### config.mk
export PLATFORM = sky130hd
export DESIGN_NAME = netbus_tx_route6
export DESIGN_NICKNAME = d
export VERILOG_FILES = /design/src/rtl/netbus_pkg.sv /design/src/rtl/netbus_tx_slot.sv /design/src/rtl/netbus_tx_route6.sv
export SDC_FILE = /design/constraint.sdc
export NUM_CORES = 1
export LEC_CHECK = 0
export CELL_PAD_IN_SITES_DETAIL_PLACEMENT = 1
export CELL_PAD_IN_SITES_GLOBAL_PLACEMENT = 1
export CORE_MARGIN = 2
export CORE_UTILIZATION = 31
export DETAILED_ROUTE_END_ITERATION = 10
export PLACE_DENSITY_LB_ADDON = 0.1
export SLEW_MARGIN = 25
export SYNTH_ARGS = -nofsm -noshare
export SYNTH_HDL_FRONTEND = slang
export SYNTH_SLANG_ARGS = --single-unit
### constraint.sdc
create_clock -name TCLK -period 2.05 [get_ports TCLK]
set_input_delay 0.3075 -clock TCLK [delete_from_list [all_inputs] [get_ports TCLK]]
set_output_delay 0.3075 -clock TCLK [all_outputs]
set_load 0.01 [all_outputs]
### src/rtl/netbus_pkg.sv
// Shared NetBus definitions: flit geometry, port count and the transmit-router state encoding.
package netbus_pkg;

    localparam int LAST_BIT     = 0;
    localparam int DEST_LSB     = 1;
    localparam int DEST_W       = 3;
    localparam int NUM_TX_PORTS = 6;

    typedef enum logic [1:0] {
        IDLE = 2'd0,
        FWD  = 2'd1,
        DROP = 2'd2
    } state_t;

    function automatic int flit_width(input int data_width);
        return data_width * 9 + 14;
    endfunction

endpackage

### src/rtl/netbus_tx_slot.sv
// One-entry registered output slot: a load always wins, otherwise a downstream ready empties it.
module netbus_tx_slot
    import netbus_pkg::*;
#(
    parameter int W = flit_width(4)
) (
    input  logic         clk,
    input  logic         rst_n,
    input  logic         load,
    input  logic [W-1:0] load_data,
    input  logic         ready,
    output logic         valid,
    output logic [W-1:0] data
);

    logic         valid_q, valid_d;
    logic [W-1:0] data_q, data_d;

    always_comb begin
        valid_d = valid_q;
        data_d  = data_q;
        if (load) begin
            valid_d = 1'b1;
            data_d  = load_data;
        end else if (ready) begin
            valid_d = 1'b0;
        end
    end

    always_ff @(posedge clk) begin
        if (!rst_n) begin
            valid_q <= 1'b0;
            data_q  <= '0;
        end else begin
            valid_q <= valid_d;
            data_q  <= data_d;
        end
    end

    assign valid = valid_q;
    assign data  = data_q;

endmodule

### src/rtl/netbus_tx_route6.sv
// NetBus transmit router: steers whole frames from one flit stream to six slots, dropping bad destinations.
// Optional frame/drop counters are built when NETBUS_TX_STATS_EN is defined.
module netbus_tx_route6
    import netbus_pkg::*;
#(
    parameter  int DATA_WIDTH = 4,
    localparam int W          = flit_width(DATA_WIDTH)
) (
    input  logic         TCLK,
    input  logic         RESETn,
    input  logic [W-1:0] WDATA,
    input  logic         WVALID,
    output logic         WREADY,
    output logic [W-1:0] TDATA0,
    output logic [W-1:0] TDATA1,
    output logic [W-1:0] TDATA2,
    output logic [W-1:0] TDATA3,
    output logic [W-1:0] TDATA4,
    output logic [W-1:0] TDATA5,
    output logic         TVALID0,
    output logic         TVALID1,
    output logic         TVALID2,
    output logic         TVALID3,
    output logic         TVALID4,
    output logic         TVALID5,
    input  logic         TREADY0,
    input  logic         TREADY1,
    input  logic         TREADY2,
    input  logic         TREADY3,
    input  logic         TREADY4,
    input  logic         TREADY5
`ifdef NETBUS_TX_STATS_EN
    ,
    output logic [15:0]  FRAME_CNT,
    output logic [15:0]  DROP_CNT
`endif
);

    localparam int DEST_SPAN = 2 ** DEST_W;

    state_t                  state_q, state_d;
    logic [DEST_W-1:0]       port_sel_q, port_sel_d;
    logic [DEST_W-1:0]       hdr_dest, dest_eff;
    logic                    hdr_ok, fwd_phase, accept, is_last;
    logic [NUM_TX_PORTS-1:0] tready_v, tvalid_v, load_v;
    logic [DEST_SPAN-1:0]    free_v;
    logic [W-1:0]            tdata_v [NUM_TX_PORTS];

    assign tready_v = {TREADY5, TREADY4, TREADY3, TREADY2, TREADY1, TREADY0};
    assign hdr_dest = WDATA[DEST_LSB +: DEST_W];
    assign hdr_ok   = hdr_dest < DEST_W'(NUM_TX_PORTS);
    assign is_last  = WDATA[LAST_BIT];
    assign dest_eff = (state_q == FWD) ? port_sel_q : hdr_dest;

    // Padded so out-of-range header destinations index a defined (unused) bit.
    assign free_v    = {{(DEST_SPAN - NUM_TX_PORTS){1'b0}}, ~tvalid_v | tready_v};
    assign fwd_phase = (state_q == FWD) || (state_q == IDLE && hdr_ok);
    assign WREADY    = RESETn && (fwd_phase ? free_v[dest_eff] : 1'b1);
    assign accept    = WVALID && WREADY;

    always_comb begin
        state_d    = state_q;
        port_sel_d = port_sel_q;
        if (accept) begin
            case (state_q)
                IDLE: begin
                    if (!is_last) begin
                        if (hdr_ok) begin
                            state_d    = FWD;
                            port_sel_d = hdr_dest;
                        end else begin
                            state_d = DROP;
                        end
                    end
                end
                FWD, DROP: begin
                    if (is_last) state_d = IDLE;
                end
                default: state_d = IDLE;
            endcase
        end
    end

    always_ff @(posedge TCLK) begin
        if (!RESETn) begin
            state_q    <= IDLE;
            port_sel_q <= '0;
        end else begin
            state_q    <= state_d;
            port_sel_q <= port_sel_d;
        end
    end

    generate
        for (genvar gi = 0; gi < NUM_TX_PORTS; gi++) begin : g_slot
            assign load_v[gi] = accept && fwd_phase && (dest_eff == DEST_W'(gi));

            netbus_tx_slot #(.W(W)) u_slot (
                .clk       (TCLK),
                .rst_n     (RESETn),
                .load      (load_v[gi]),
                .load_data (WDATA),
                .ready     (tready_v[gi]),
                .valid     (tvalid_v[gi]),
                .data      (tdata_v[gi])
            );
        end
    endgenerate

    assign {TVALID5, TVALID4, TVALID3, TVALID2, TVALID1, TVALID0} = tvalid_v;
    assign TDATA0 = tdata_v[0];
    assign TDATA1 = tdata_v[1];
    assign TDATA2 = tdata_v[2];
    assign TDATA3 = tdata_v[3];
    assign TDATA4 = tdata_v[4];
    assign TDATA5 = tdata_v[5];

`ifdef NETBUS_TX_STATS_EN
    logic [15:0] frame_cnt_q, frame_cnt_d;
    logic [15:0] drop_cnt_q, drop_cnt_d;

    // A frame is counted once, on its accepted LAST flit; both counters stick at all-ones.
    always_comb begin
        frame_cnt_d = frame_cnt_q;
        drop_cnt_d  = drop_cnt_q;
        if (accept && is_last) begin
            if (fwd_phase) begin
                if (frame_cnt_q != 16'hFFFF) frame_cnt_d = frame_cnt_q + 16'd1;
            end else begin
                if (drop_cnt_q != 16'hFFFF) drop_cnt_d = drop_cnt_q + 16'd1;
            end
        end
    end

    always_ff @(posedge TCLK) begin
        if (!RESETn) begin
            frame_cnt_q <= '0;
            drop_cnt_q  <= '0;
        end else begin
            frame_cnt_q <= frame_cnt_d;
            drop_cnt_q  <= drop_cnt_d;
        end
    end

    assign FRAME_CNT = frame_cnt_q;
    assign DROP_CNT  = drop_cnt_q;
`endif

endmodule

==> results, run 1 <==
- The run finished, with violations left.
- The checks that failed: negative setup slack.
- The clock slew seen by the registers of the worst setup and hold paths is approximately 60 ps.
- The clock insertion delay at the later pin of the skew report is around 550 ps.
- In this run the number of H-tree levels came out at 2.
- The worst hold-check slack is 374 ps.
- The clock period minus worst slack is approximately 2600 ps.
- The worst clock skew is ~14 ps.
- The count of different cell masters after synthesis is 43.
- The leftover overflow at the end of global routing is 0.
- Power spread over the standard cell area amounts to ~790 nW/um2.
- The x dimension of the die is 203 um.
- Counting the buffers created by CTS gives 37.
- The max-slew violation count is 0.
- The highest-delay cell along the critical path is sky130_fd_sc_hd__dfxtp_2.
- In this run the power spent charging and discharging nets is between 0.005 and 0.006 W.
- STA puts the critical path data required time at 1740 ps.
- For this configuration, the core starts out at a cell density of between 30% and 40%.
- The cell-internal power is 0.0121 W.
- Across the run, the number of max-cap violations was 0.
- Yosys printed 0 warnings.
- The area growth from synthesis to final layout is 77.9%.
- The first detailed-routing pass took 5 iterations.
- Entering global routing, the biggest net connects ~190 pins.
- The initial antenna violation count is 3.
- After layout, the worst setup slack is -595 ps.
- For the worst setup path, the data arrival time is roughly 2300 ps.
- The net count after synthesis is roughly 1500.
- The mean instance size in the synthesized netlist is about 8.5 um2.
- The path class of the tightest hold or removal check is input pin to register.
- The top-level port count is 366.
- The relative slew slack is between 40% and 50%.
- The HPWL after detailed placement is between 30000 and 40000 um.
- The kind of cell with the highest combined delay on the critical path is multiplexers.
- The number of synthesized register bits is around 310.
- The classification of the worst setup path is register to output port.
- The overall die height is ~200 um.
- Buffers inserted to repair hold after CTS numbered 0.
- The proportion of synthesized chip area in sequential cells is around half.
- The synthesized instance count is around 1400.
- The first routing iteration left slightly above 700 violations.
- The worst-case IR drop observed on VDD is 0.000570 V.
- The sequential power share is 36.5%.
- For this design the static power due to leakage is between 7 and 8 nW.
- Of the total power, the clock network draws a little over a third.
- The actual slew at the worst max-slew pin is approximately 900 ps.
- The floorplan step defined a core boundary enclosing 38800 um2.
- The CTS tree is built.
- The final wirelength is between 60000 and 70000 um.
- Setup violations remaining at the end of the flow were counted as approximately 310.
- The post-layout net count is 1972.
- Combinational logic burns about 28% of the power.
- Traced cell by cell, the critical path runs through inv_4, ha_4, mux2_4, mux2i_4, o221a_4, o2111ai_2, and2_4, buf_6.
- The largest fanout on the critical path is 6.
- Once placement finished, the instance area stood at 17000 um2.
- At the end of routability-driven placement, the weighted congestion stood at ~0.81.
- Once layout is done, the placed cells without fillers occupy about 22000 um2.
- The post-route DRC violation count is 0.
- The routed via count divided by cell count is around 5.4.
- The number of global-route vias before repair is between 10000 and 15000.
- The detail route stage leaves a number of antenna-violating nets equal to 0.
- No sink is reached through more buffers than the 3 on the longest clock path.
- The count of endpoints failing hold in the final timing report is 0.
- The highest attainable clock frequency is 0.378 GHz.
- The row count is 72.
- The switching fraction of total power is 29.7%.
- The share of the cycle needed by the critical path after routing is 129%.
- Dividing the detail-routed wire length by the instance count gives 25.6 um.
- STA classifies the critical path startpoint as a register.
- The biggest cell delay along the critical path is about 350 ps.
- The tree is rooted in a sky130_fd_sc_hd__clkbuf_16.
- The number of sinks driven by the clock tree is slightly above 300.
- After synthesis the cells add up to 12300 um2.
- The worst setup path is captured at an output port.
- Together, buffers and inverters on the worst path number 2.
- For the final routed database, the setup TNS stands at -118910 ps.
- Of the cells placed in the final design, the portion with a size suffix greater than 1 is approximately a quarter.
- In the global route stage, overall resource usage came out at about 28%.
- The floorplan step defined a die boundary enclosing between 40000 and 50000 um2.
- The number of port buffers is 365.
- Detailed routing inserted a total of approximately 13000 vias.
- The first global-routing pass estimated just under 90000 um of wire.
- Setup repair after global routing could not meet its margin everywhere.
==> final timing paths <==
path                            depth (start not counted)                                     end                                    from  slack (ps)
worst max-delay path                                    8                                  WREADY                 state_q[1]$_SDFFE_PN0P_        -600
worst min-delay path                                    4                 state_q[0]$_SDFFE_PN0P_                                  RESETn         370
worst max register to register                         15  g_slot[0].u_slot.data[42]$_SDFFE_PN0P_                 state_q[1]$_SDFFE_PN0P_        -510
worst min register to register                          2  g_slot[4].u_slot.data[38]$_SDFFE_PN0P_  g_slot[4].u_slot.data[38]$_SDFFE_PN0P_         450
==> logic make-up after synthesis <==
kind of cell | Yosys count | share of synthesized area [%]
AO/OA/AOI/OAI | 521 | 25.9
adder cells (fa/ha/maj) | 2 | 0.204
buffers and inverters | 154 | 5.90
flip-flops | 311 | 50.8
multiplexers | 10 | 0.899
AND/OR/NAND/NOR | 438 | 16.3
==> flip-flops by register name (all words and copies together) (netlist names) <==
signal and flops:
port_sel_q 3, state_q 2, g_slot.u_slot.data 300, g_slot.u_slot.valid 6
==> layer usage <==
| layer | vias to the layer above | track usage (%) | routed length [um] |
|---|---|---|---|
| li1 | 6000 | - | - |
| met1 | 6619 | 34.4 | 25500 |
| met2 | 417 | 46.9 | 30900 |
| met3 | 120 | 7.62 | 3970 |
| met4 | 2 | 9.78 | 2140 |
| met5 | - | 0 | 11 |
==> cell type report <==
cell class	instances	area (um2)
Clock inverter	2	17.5
Inverter	7	31.3
Antenna cell	2	5.00
Multi-Input combinational cell	971	6460
Tap cell	518	648
Clock buffer	54	1060
Fill cell	4157	17000
Sequential cell	311	6230
Timing Repair Buffer	583	7340
==> power by group through the flow <==
stage               Combinational, W  Clock (W)  Sequential (W)
floorplan                    0.00115          0         0.00646
global placement             0.00262          0         0.00640
detailed placement           0.00264          0         0.00640
CTS                          0.00426    0.00627         0.00627
global route                 0.00494    0.00652         0.00630
finish                       0.00477    0.00617         0.00629
==> cells in the mapped netlist, drive strengths merged <==
| cell type | count | share of area [%] |
|---|---|---|
| nor3 | 4 | 0.29 |
| a31oi | 2 | 0.10 |
| o2111ai | 2 | 0.14 |
| o21ai | 304 | 12 |
| ha | 2 | 0.20 |
| mux2 | 2 | 0.25 |
| nor2b | 2 | 0.10 |
| and3b | 1 | 0.071 |
| a311oi | 2 | 0.19 |
| nor2 | 6 | 0.18 |
| a21oi | 3 | 0.12 |
| or2 | 2 | 0.12 |
| and2 | 4 | 0.20 |
| o221ai | 3 | 0.27 |
| inv | 7 | 0.21 |
| clkbuf | 96 | 3.1 |
| nand3 | 203 | 8.3 |
| nand2 | 204 | 6.2 |
| o221a | 1 | 0.092 |
| nand2b | 3 | 0.15 |
| nor3b | 3 | 0.22 |
| nand4 | 1 | 0.051 |
| o21a | 2 | 0.12 |
| or3b | 1 | 0.092 |
| or3 | 3 | 0.19 |
| nand4b | 1 | 0.071 |
| dfxtp | 311 | 51 |
| o211ai | 1 | 0.10 |
| buf | 51 | 2.6 |
| a21boi | 201 | 12 |
| mux2i | 8 | 0.65 |
==> what timing repair did <==
item                       in CTS  in global routing
gates cloned                   43                 19
buffers inserted               63                 37
gates resized for setup       233                296
pin swaps                      65                106
setup endpoints to repair     312                312
==> worst register-to-register path, cell delays in order (launching register included) <==
cell and delay [ps]:
sky130_fd_sc_hd__dfxtp_2 350, sky130_fd_sc_hd__inv_4 50, sky130_fd_sc_hd__ha_4 180, sky130_fd_sc_hd__mux2_4 330, sky130_fd_sc_hd__mux2i_4 200, sky130_fd_sc_hd__buf_4 140
sky130_fd_sc_hd__buf_6 100, sky130_fd_sc_hd__buf_6 100, sky130_fd_sc_hd__o221ai_4 150, sky130_fd_sc_hd__buf_12 190, sky130_fd_sc_hd__buf_12 140, sky130_fd_sc_hd__buf_12 110
sky130_fd_sc_hd__buf_12 100, sky130_fd_sc_hd__buf_16 110, sky130_fd_sc_hd__nand3_2 70, sky130_fd_sc_hd__a21boi_2 160
==> per-stage QoR <==
| stage | util, % | total power [W] | setup WS [ps] | instances |
|---|---|---|---|---|
| 6_report | 56.1 | 0.0172 | -595 | 2448 |
| 5_1_grt | 56.1 | 0.0178 | -668 | 2448 |
| 4_1_cts | 52.8 | 0.0168 | -616 | 2418 |
| 3_5_place_dp | 43.9 | 0.00904 | -728 | 2258 |
| 3_3_place_gp | 43.9 | 0.00902 | -732 | 2258 |
| 2_1_floorplan | - | 0.00761 | -133 | 1436 |
==> placed cells by master (no fill, tap or decap), types with 49 or more instances in the layout <==
cell type,n
sky130_fd_sc_hd__o21ai_1,158
sky130_fd_sc_hd__buf_12,69
sky130_fd_sc_hd__clkbuf_16,56
sky130_fd_sc_hd__buf_4,49
sky130_fd_sc_hd__dfxtp_1,309
sky130_fd_sc_hd__nand2_1,175
sky130_fd_sc_hd__nand3_1,120
sky130_fd_sc_hd__a21boi_1,169
sky130_fd_sc_hd__o21ai_0,108
sky130_fd_sc_hd__clkdlybuf4s50_1,363
sky130_fd_sc_hd__nand3_2,66
No activity file was read; power rests on OpenSTA's default activity.
==> run 2, diff against run 1 <==
Settings changed: CORE_UTILIZATION 31 to 32, CTS_BUF_LIST from default to sky130_fd_sc_hd__clkbuf_8.
==> run 2 against run 1 <==
Compared with the run above:
- the flow still finishes with violations (negative setup slack)
- die area down 3.1%
- count of clock-buffer cells in the layout up 8
- cell count down 0.82%
- global-route usage down 0.51 points
- routed wire length up 0.59%
- utilization up 0.37 points
- total power down 8.2%
- clock skew up 5.1 ps
- sequential power about the same
- flip-flop and latch count unchanged
- combinational power down 12%
- critical path type unchanged
- largest cell class is now multi-input combinational cells
- largest power group unchanged
==> results, run 2 (synthesis gave the netlist of run 1 again) <==
- The flow ran to the end, but the final reports show violations.
- The checks that failed: negative setup slack.
- After detailed routing, the average wire length per cell comes to 25.9 um.
- Global routing used between 20% and 30% of the available tracks across all layers.
- Once detailed placement completed, the half-perimeter wirelength came to about 31000 um.
- For this run, the detailed router's first-pass iteration total came to 5.
- The startpoint identified for the worst register-to-register timing path is state_q[1]$_SDFFE_PN0P_.
- The clock root buffer is sky130_fd_sc_hd__clkbuf_8.
- The slowest stage of the critical path is the sky130_fd_sc_hd__dfxtp_2 cell.
- The number of port buffers is 365.
- The biggest cell delay along the critical path is between 300 and 400 ps.
- The core occupancy in the finished layout is a little under three fifths.
- The H-tree depth is 2.
- The relative slew slack is 24.8%.
- The actual slew at the worst max-slew pin is 1130 ps.
- In this run the worst path has a maximum fanout of 6.
- The number of buffer and inverter stages on the critical path is 4.
- Entering global routing, the biggest net connects 253 pins.
- The non-filler instance count after layout is around 2400.
- Adding up every negative setup slack in the final design gives -144960 ps.
- For this design the static power due to leakage is about 7.2 nW.
- The clock buffer count from CTS is 55.
- The number of hold buffers added after CTS was 0.
- Traced cell by cell, the critical path runs through inv_2, ha_4, buf_4, buf_6, mux2_4, o221ai_1, o2111ai_2, and2_4, buf_6.
- Across all layers, the routed design uses between 10000 and 15000 vias.
- The floorplan step defined a core boundary enclosing around 38000 um2.
- Setup repair after global routing could not meet its margin everywhere.
- The final instance area is around 21000 um2.
- The post-layout net count is 1948.
- The signal arrival time at the worst endpoint is 2410 ps.
- The worst hold path belongs to the class input pin to register.
- The tool flagged a number of max-cap violations equal to 0.
- The kind of cell with the highest combined delay on the critical path is buffers and inverters.
- The number of global-route vias before repair is 12800.
- The die footprint is ~40000 um2.
- The share of the cycle needed by the critical path after routing is 133%.
- The top-level port count is ~370.
- After filler insertion, the fill cell instance count of the layout stands at 4109.
- The leftover overflow at the end of global routing is 0.
- After detailed routing, the number of vias per cell comes to ~5.4.
- Setup violations remaining at the end of the flow were counted as about 310.
- Across the VDD grid, the largest voltage drop is 0.000456 V.
- The max-slew violation count came to 0.
- Once routing completed, OpenROAD measured the worst setup slack at -671 ps.
- The buffer levels on the longest clock path is 3.
- The count of endpoints failing hold in the final timing report was 0.
- Static timing analysis puts the maximum clock frequency at ~0.37 GHz.
- The global-route wire length before repair is slightly above 80000 um.
- The dominant cell type by count on the critical path is sky130_fd_sc_hd__buf_6.
- Data on the critical path is required at its endpoint by 1740 ps.
- The worst clock skew is 18.7 ps.
- The worst setup path is launched from a register.
- The area growth from synthesis to final layout is 73.7%.
- The instance area at placement is 16800 um2.
- The critical path is of the register to output port type.
- For the finished layout, the period the worst path requires is between 2000 and 3000 ps.
- Leaving out fill and tap cells, the most frequent cell in the layout is sky130_fd_sc_hd__clkdlybuf4s50_1.
- The die is approximately 200 um wide.
- The clock slew seen by the registers of the worst setup and hold paths is 70 ps.
- The congestion estimate from routability-driven global placement came to between 0.8 and 0.9.
- In this run the core area contains just over 70 standard-cell rows.
- The overall die height is roughly 200 um.
- The final total power is 0.0158 W.
- In the final layout, the share of cells above drive strength 1 is 27.6%.
- The detailed router finished its first iteration with 692 violations.
- The routed design has 63000 um of wire.
- Dividing total power by cell area gives a power density of between 700 and 800 nW/um2.
- Including well taps, the total number of placed cells is 2237.
- The post-route DRC violation count is 0.
- The detail route stage leaves a number of antenna-violating nets equal to 0.
- STA classifies the critical path endpoint as an output port.
- The CTS tree is built.
- The effective utilization at floorplan is around 33%.
- In the layout the commonest cells are sky130_fd_sc_hd__clkdlybuf4s50_1 (363), sky130_fd_sc_hd__dfxtp_1 (309), sky130_fd_sc_hd__nand2_1 (204).
- The critical path starts at state_q[1]$_SDFFE_PN0P_.
- The number of sinks driven by the clock tree is between 300 and 400.
- For the worst-skew pair, the clock arrives at the later sink with an insertion delay of around 650 ps.
- The initial antenna violation count is 3.
- In this run the most critical hold path is launched from TREADY4.
- The flip-flop count of the largest register, all copies and words added is 300.
run 2: timing repair:
item	CTS	global route
pin swaps	44	107
resized for setup	169	345
buffers inserted	29	17
gates cloned	34	31
endpoints found under the hold margin	0	0
setup endpoints to repair	312	312
run 2: report_power, final:
part | internal [W] | switching [W]
combinational | 0.00181 | 0.00236
sequential | 0.00620 | 0.0000958
clock | 0.00270 | 0.00264
total | 0.0107 | 0.00511
run 2: through the flow:
| stage | hold slack, ps | worst slack, ps |
|---|---|---|
| floorplan | 416 | -133 |
| global placement | 437 | -701 |
| detailed placement | 440 | -717 |
| CTS | 335 | -647 |
| global route | 375 | -746 |
| finish | 361 | -671 |
run 2: per-layer routing:
metal	vias up	part of all wire (%)	track usage, %
li1	5953	-	-
met1	6581	41	34.0
met2	398	49	46.1
met3	122	6.1	7.59
met4	4	3.1	8.64
met5	-	0.043	0
run 2: final timing paths:
kind	end	slack, ps	cells after the start
worst max register to register	g_slot[3].u_slot.data[46]$_SDFFE_PN0P_	-610	12
worst max-delay path	WREADY	-670	9
worst min register to register	g_slot[4].u_slot.data[12]$_SDFFE_PN0P_	440	2
worst min-delay path	g_slot[4].u_slot.valid$_SDFFE_PN0P_	360	3
run 2: tightest hold or removal path, stage by stage:
cell and delay (ps):
sky130_fd_sc_hd__clkdlybuf4s50_1 440, sky130_fd_sc_hd__nor2_1 100, sky130_fd_sc_hd__o21a_1 120
run 2: area by class of cell:
cell class	instances	area [um2]	area share [%]
antenna	1	2.50	0.0118
clock buffer	62	853	4.01
clock inverter	24	95.1	0.447
inverter	7	26.3	0.123
multi-input combinational	973	6720	31.6
sequential	311	6230	29.3
tap	511	639	3.00
timing repair buffer	539	6710	31.6
==> run 3, diff against run 2 <==
Settings changed: ABC_CLOCK_PERIOD_IN_PS from default to 3000, CORE_UTILIZATION 32 to 36, GPL_TIMING_DRIVEN from default to 0.
Clock period 2.05 ns to 3 ns, I/O delays scaled along.
==> run 3 against run 2 <==
Compared with the run above:
- highest routed layer is now met4
- critical path depth shrank 1
- via count shrank 4.0%
- critical endpoint unchanged
- combinational power shrank 61%
- die area shrank 11%
- clock power shrank 31%
- design area shrank 18%
- largest cell class is now flip-flops and latches
- the flow now finishes without violations
- worst hold slack lost 140 ps
- non-clock buffer count shrank 27
- routed wire length shrank 18%
==> results, run 3 (synthesis gave the netlist of run 1 again) <==
- The flow ran to the end, and the final reports show no timing, DRC or antenna violations.
- No sink is reached through more buffers than the 3 on the longest clock path.
- The reported max-cap violation count is 0.
- The H-tree depth is 2.
- In the layout the commonest cells are sky130_fd_sc_hd__clkdlybuf4s50_1 (361), sky130_fd_sc_hd__dfxtp_1 (309), sky130_fd_sc_hd__o21ai_0 (244).
- The highest attainable clock frequency is 0.349 GHz.
- The worst register-to-register path ends at g_slot[1].u_slot.data[5]$_SDFFE_PN0P_.
- The length of the first detailed-routing pass in iterations is 4.
- The detail-routed net length per standard cell is 22.2 um.
- The area growth from synthesis to final layout is 43.1%.
- The overall routing resource usage is between 20 and 30%.
- The clock root buffer is sky130_fd_sc_hd__clkbuf_8.
- The clock net in this run drives a total of roughly 310 sinks.
- Along the worst path, the maximum fanout reaches 10.
- The post-route DRC violation count is 0.
- The endpoint type of the worst setup path is an output port.
- The post-layout net count is ~1900.
- In the final layout, flip-flops and latches occupy 6230 um2.
- At the worst endpoint, the arrival time is ~2400 ps.
- The count of endpoints failing hold in the final timing report is 0.
- For this run, global-route usage on met2 was measured as 47.1%.
- The path class of the lowest-slack min-delay path is input pin to register.
- In this run the power density over the cells is between 500 and 600 nW/um2.
- The depth of the most critical reg-to-reg path is 10.
- Global routing consumed, on the met1 layer, a little over a third of the routing resources.
- The largest vdd supply drop is around 0.0003 V.
- The clock slew seen by the registers of the worst setup and hold paths is around 60 ps.
- The data required time at the worst endpoint is 2550 ps.
- For met3 alone, demand over resource in global routing was under 10%.
- The path with the worst hold slack has its endpoint at g_slot[5].u_slot.data[1]$_SDFFE_PN0P_.
- The clock period minus worst slack is between 2000 and 3000 ps.
- The row count is 67.
- In this run, the number of DRC markers left after iteration 0 of detailed routing was between 500 and 600.
- The clock insertion delay at the later pin of the skew report is 590 ps.
- The number of global-route vias before repair is approximately 13000.
- The instance area at placement is 16400 um2.
- met2 is the most crowded layer.
- In this run, CTS created clock tree buffers numbering 53.
- The setup slack of the most critical reg-to-reg path is approximately 160 ps.
- The initial antenna violation count is 3.
- The register with the most flip-flops in the layout has 300 of them.
- Of the available clock period, the critical path in the final layout requires between 90% and 100%.
- After routing, the total negative slack on setup checks comes to 0 ps.
- The area occupied by multi-input gates is 5380 um2.
- The number of buffer and inverter stages on the critical path is 3.
- For this block, the via count after detailed routing is between 10000 and 15000.
- The CTS tree is built.
- Summing all non-filler instances in the final layout gives an area of 17500 um2.
- Of the cells placed in the final design, the portion with a size suffix greater than 1 is around 8.5%.
- The x dimension of the die is between 150 and 200 um.
- The highest-delay cell along the critical path is sky130_fd_sc_hd__clkdlybuf4s50_1.
- The design draws 0.00963 W.
- The cell family contributing the most delay on the critical path is buffers and inverters.
- The global-route wire length before repair is 77900 um.
- The cell leakage power is roughly 5.9 nW.
- The routed via count divided by cell count is between 5 and 6.
- The overall die height is between 150 and 200 um.
- The global placer's final weighted congestion is 0.816.
- The number of buffers added to fix hold violations after cts is 0.
- The number of port buffers is between 300 and 400.
- The worst setup path is launched from an input pin.
- In this run the tightest slew margin relative to its limit is ~29%.
- The detailed placer's ending HPWL is around 37000 um.
- For the pin with the worst max-slew slack, the measured transition is 1070 ps.
- The max-slew violation count is 0.
- For the final database, setup skew stands at 33.7 ps.
- The worst hold path begins at WDATA[1].
- The classification of the worst setup path is input pin to output port.
- The number of instances on the worst hold path is 3.
- The initial utilization of the core area, before any placement, comes to 36.5%.
- The most frequent standard cell in the layout excluding fill and tap cells is sky130_fd_sc_hd__clkdlybuf4s50_1.
- The total setup violations reported at the end of the flow is 0.
- The detail route stage leaves a number of antenna-violating nets equal to 0.
- The top-level port count is ~370.
- The leftover overflow at the end of global routing is 0.
- On the worst path, the slowest cell contributes a delay of roughly 530 ps.
- The startpoint identified for the worst register-to-register timing path is state_q[1]$_SDFFE_PN0P_.
- The floorplan step defined a die boundary enclosing roughly 36000 um2.
- After filler insertion, the fill cell instance count of the layout stands at 3961.
- The maximum number of pins on one net before global-route repair is 20.
- The floorplan core area is roughly 34000 um2.
- The final wirelength is approximately 52000 um.
- Traced cell by cell, the critical path runs through clkdlybuf4s50_1, buf_2, nor3_1, o21ai_1, o221a_4, o2111ai_2, and2_4, buf_6.
- Setup repair after global routing left no endpoint under its margin.
## run 3: changes by cell type in the layout (fill, tap and decap cells not counted), sizes merged, moves of 2 or more
cell / change
buf: -86
clkbuf: +75
bufbuf: -10
inv: -8
clkdlybuf4s50: -2
clkinv: +2
## run 3: power by group
group	internal (W)	switching, W	leakage (nW)
registers	0.00423	0.0000604	2.51
clock network	0.00195	0.00175	0.561
logic	0.000533	0.00110	2.85
## run 3: metal layers
metal | wire length (um) | vias up | part of all wire [%]
li1 | - | 5820 | -
met2 | 24200 | 402 | 47
met3 | 3550 | 93 | 6.8
met5 | 0 | - | 0
met4 | 1680 | 0 | 3.2
met1 | 22300 | 6220 | 43
## run 3: layout make-up
type / count / share of cell area [%]
Sequential cell: 311 / 35.5
Inverter: 7 / 0.150
Multi-Input combinational cell: 971 / 30.7
Clock inverter: 19 / 0.471
Timing Repair Buffer: 368 / 20.9
Clock buffer: 66 / 5.18
Tap cell: 448 / 3.20
Buffer: 144 / 3.85
Antenna cell: 2 / 0.0285
## run 3: repair_timing
action / CTS / global route
buffers inserted: 5 / 1
resized for setup: 21 / 7
setup endpoints to repair: 1 / 80
pin swaps: 0 / 1
endpoints found under the hold margin: 0 / 0
## run 3: how the worst max path moves through the flow
stage	start	endpoint	slack (ps)	cells past startpoint
2_1_floorplan	state_q[1]$_SDFFE_PN0P_	WREADY	660	9
3_3_place_gp	RESETn	WREADY	-750	6
3_5_place_dp	RESETn	WREADY	-740	6
4_1_cts	state_q[1]$_SDFFE_PN0P_	WREADY	-30	10
5_1_grt	state_q[1]$_SDFFE_PN0P_	g_slot[1].u_slot.data[5]$_SDFFE_PN0P_	8	10
6_report	WDATA[2]	WREADY	140	8
## run 3: tightest hold or removal path: cells and delay by family
kind	cells	cell delay (ps)
AOI/OAI and AO/OA	1	60
and+or+nand+nor	1	60
buffers and inverters	1	190
## run 3: stage by stage
stage	setup slack [ps]	hold WS [ps]	util, %	instances
after global placement	-753	434	49.0	2246
after floorplan	656	438	-	1436
after global routing	8.44	224	52.3	2335
after CTS	-28.6	195	52.3	2335
final	135	216	52.3	2336
after detailed placement	-740	442	49.0	2246
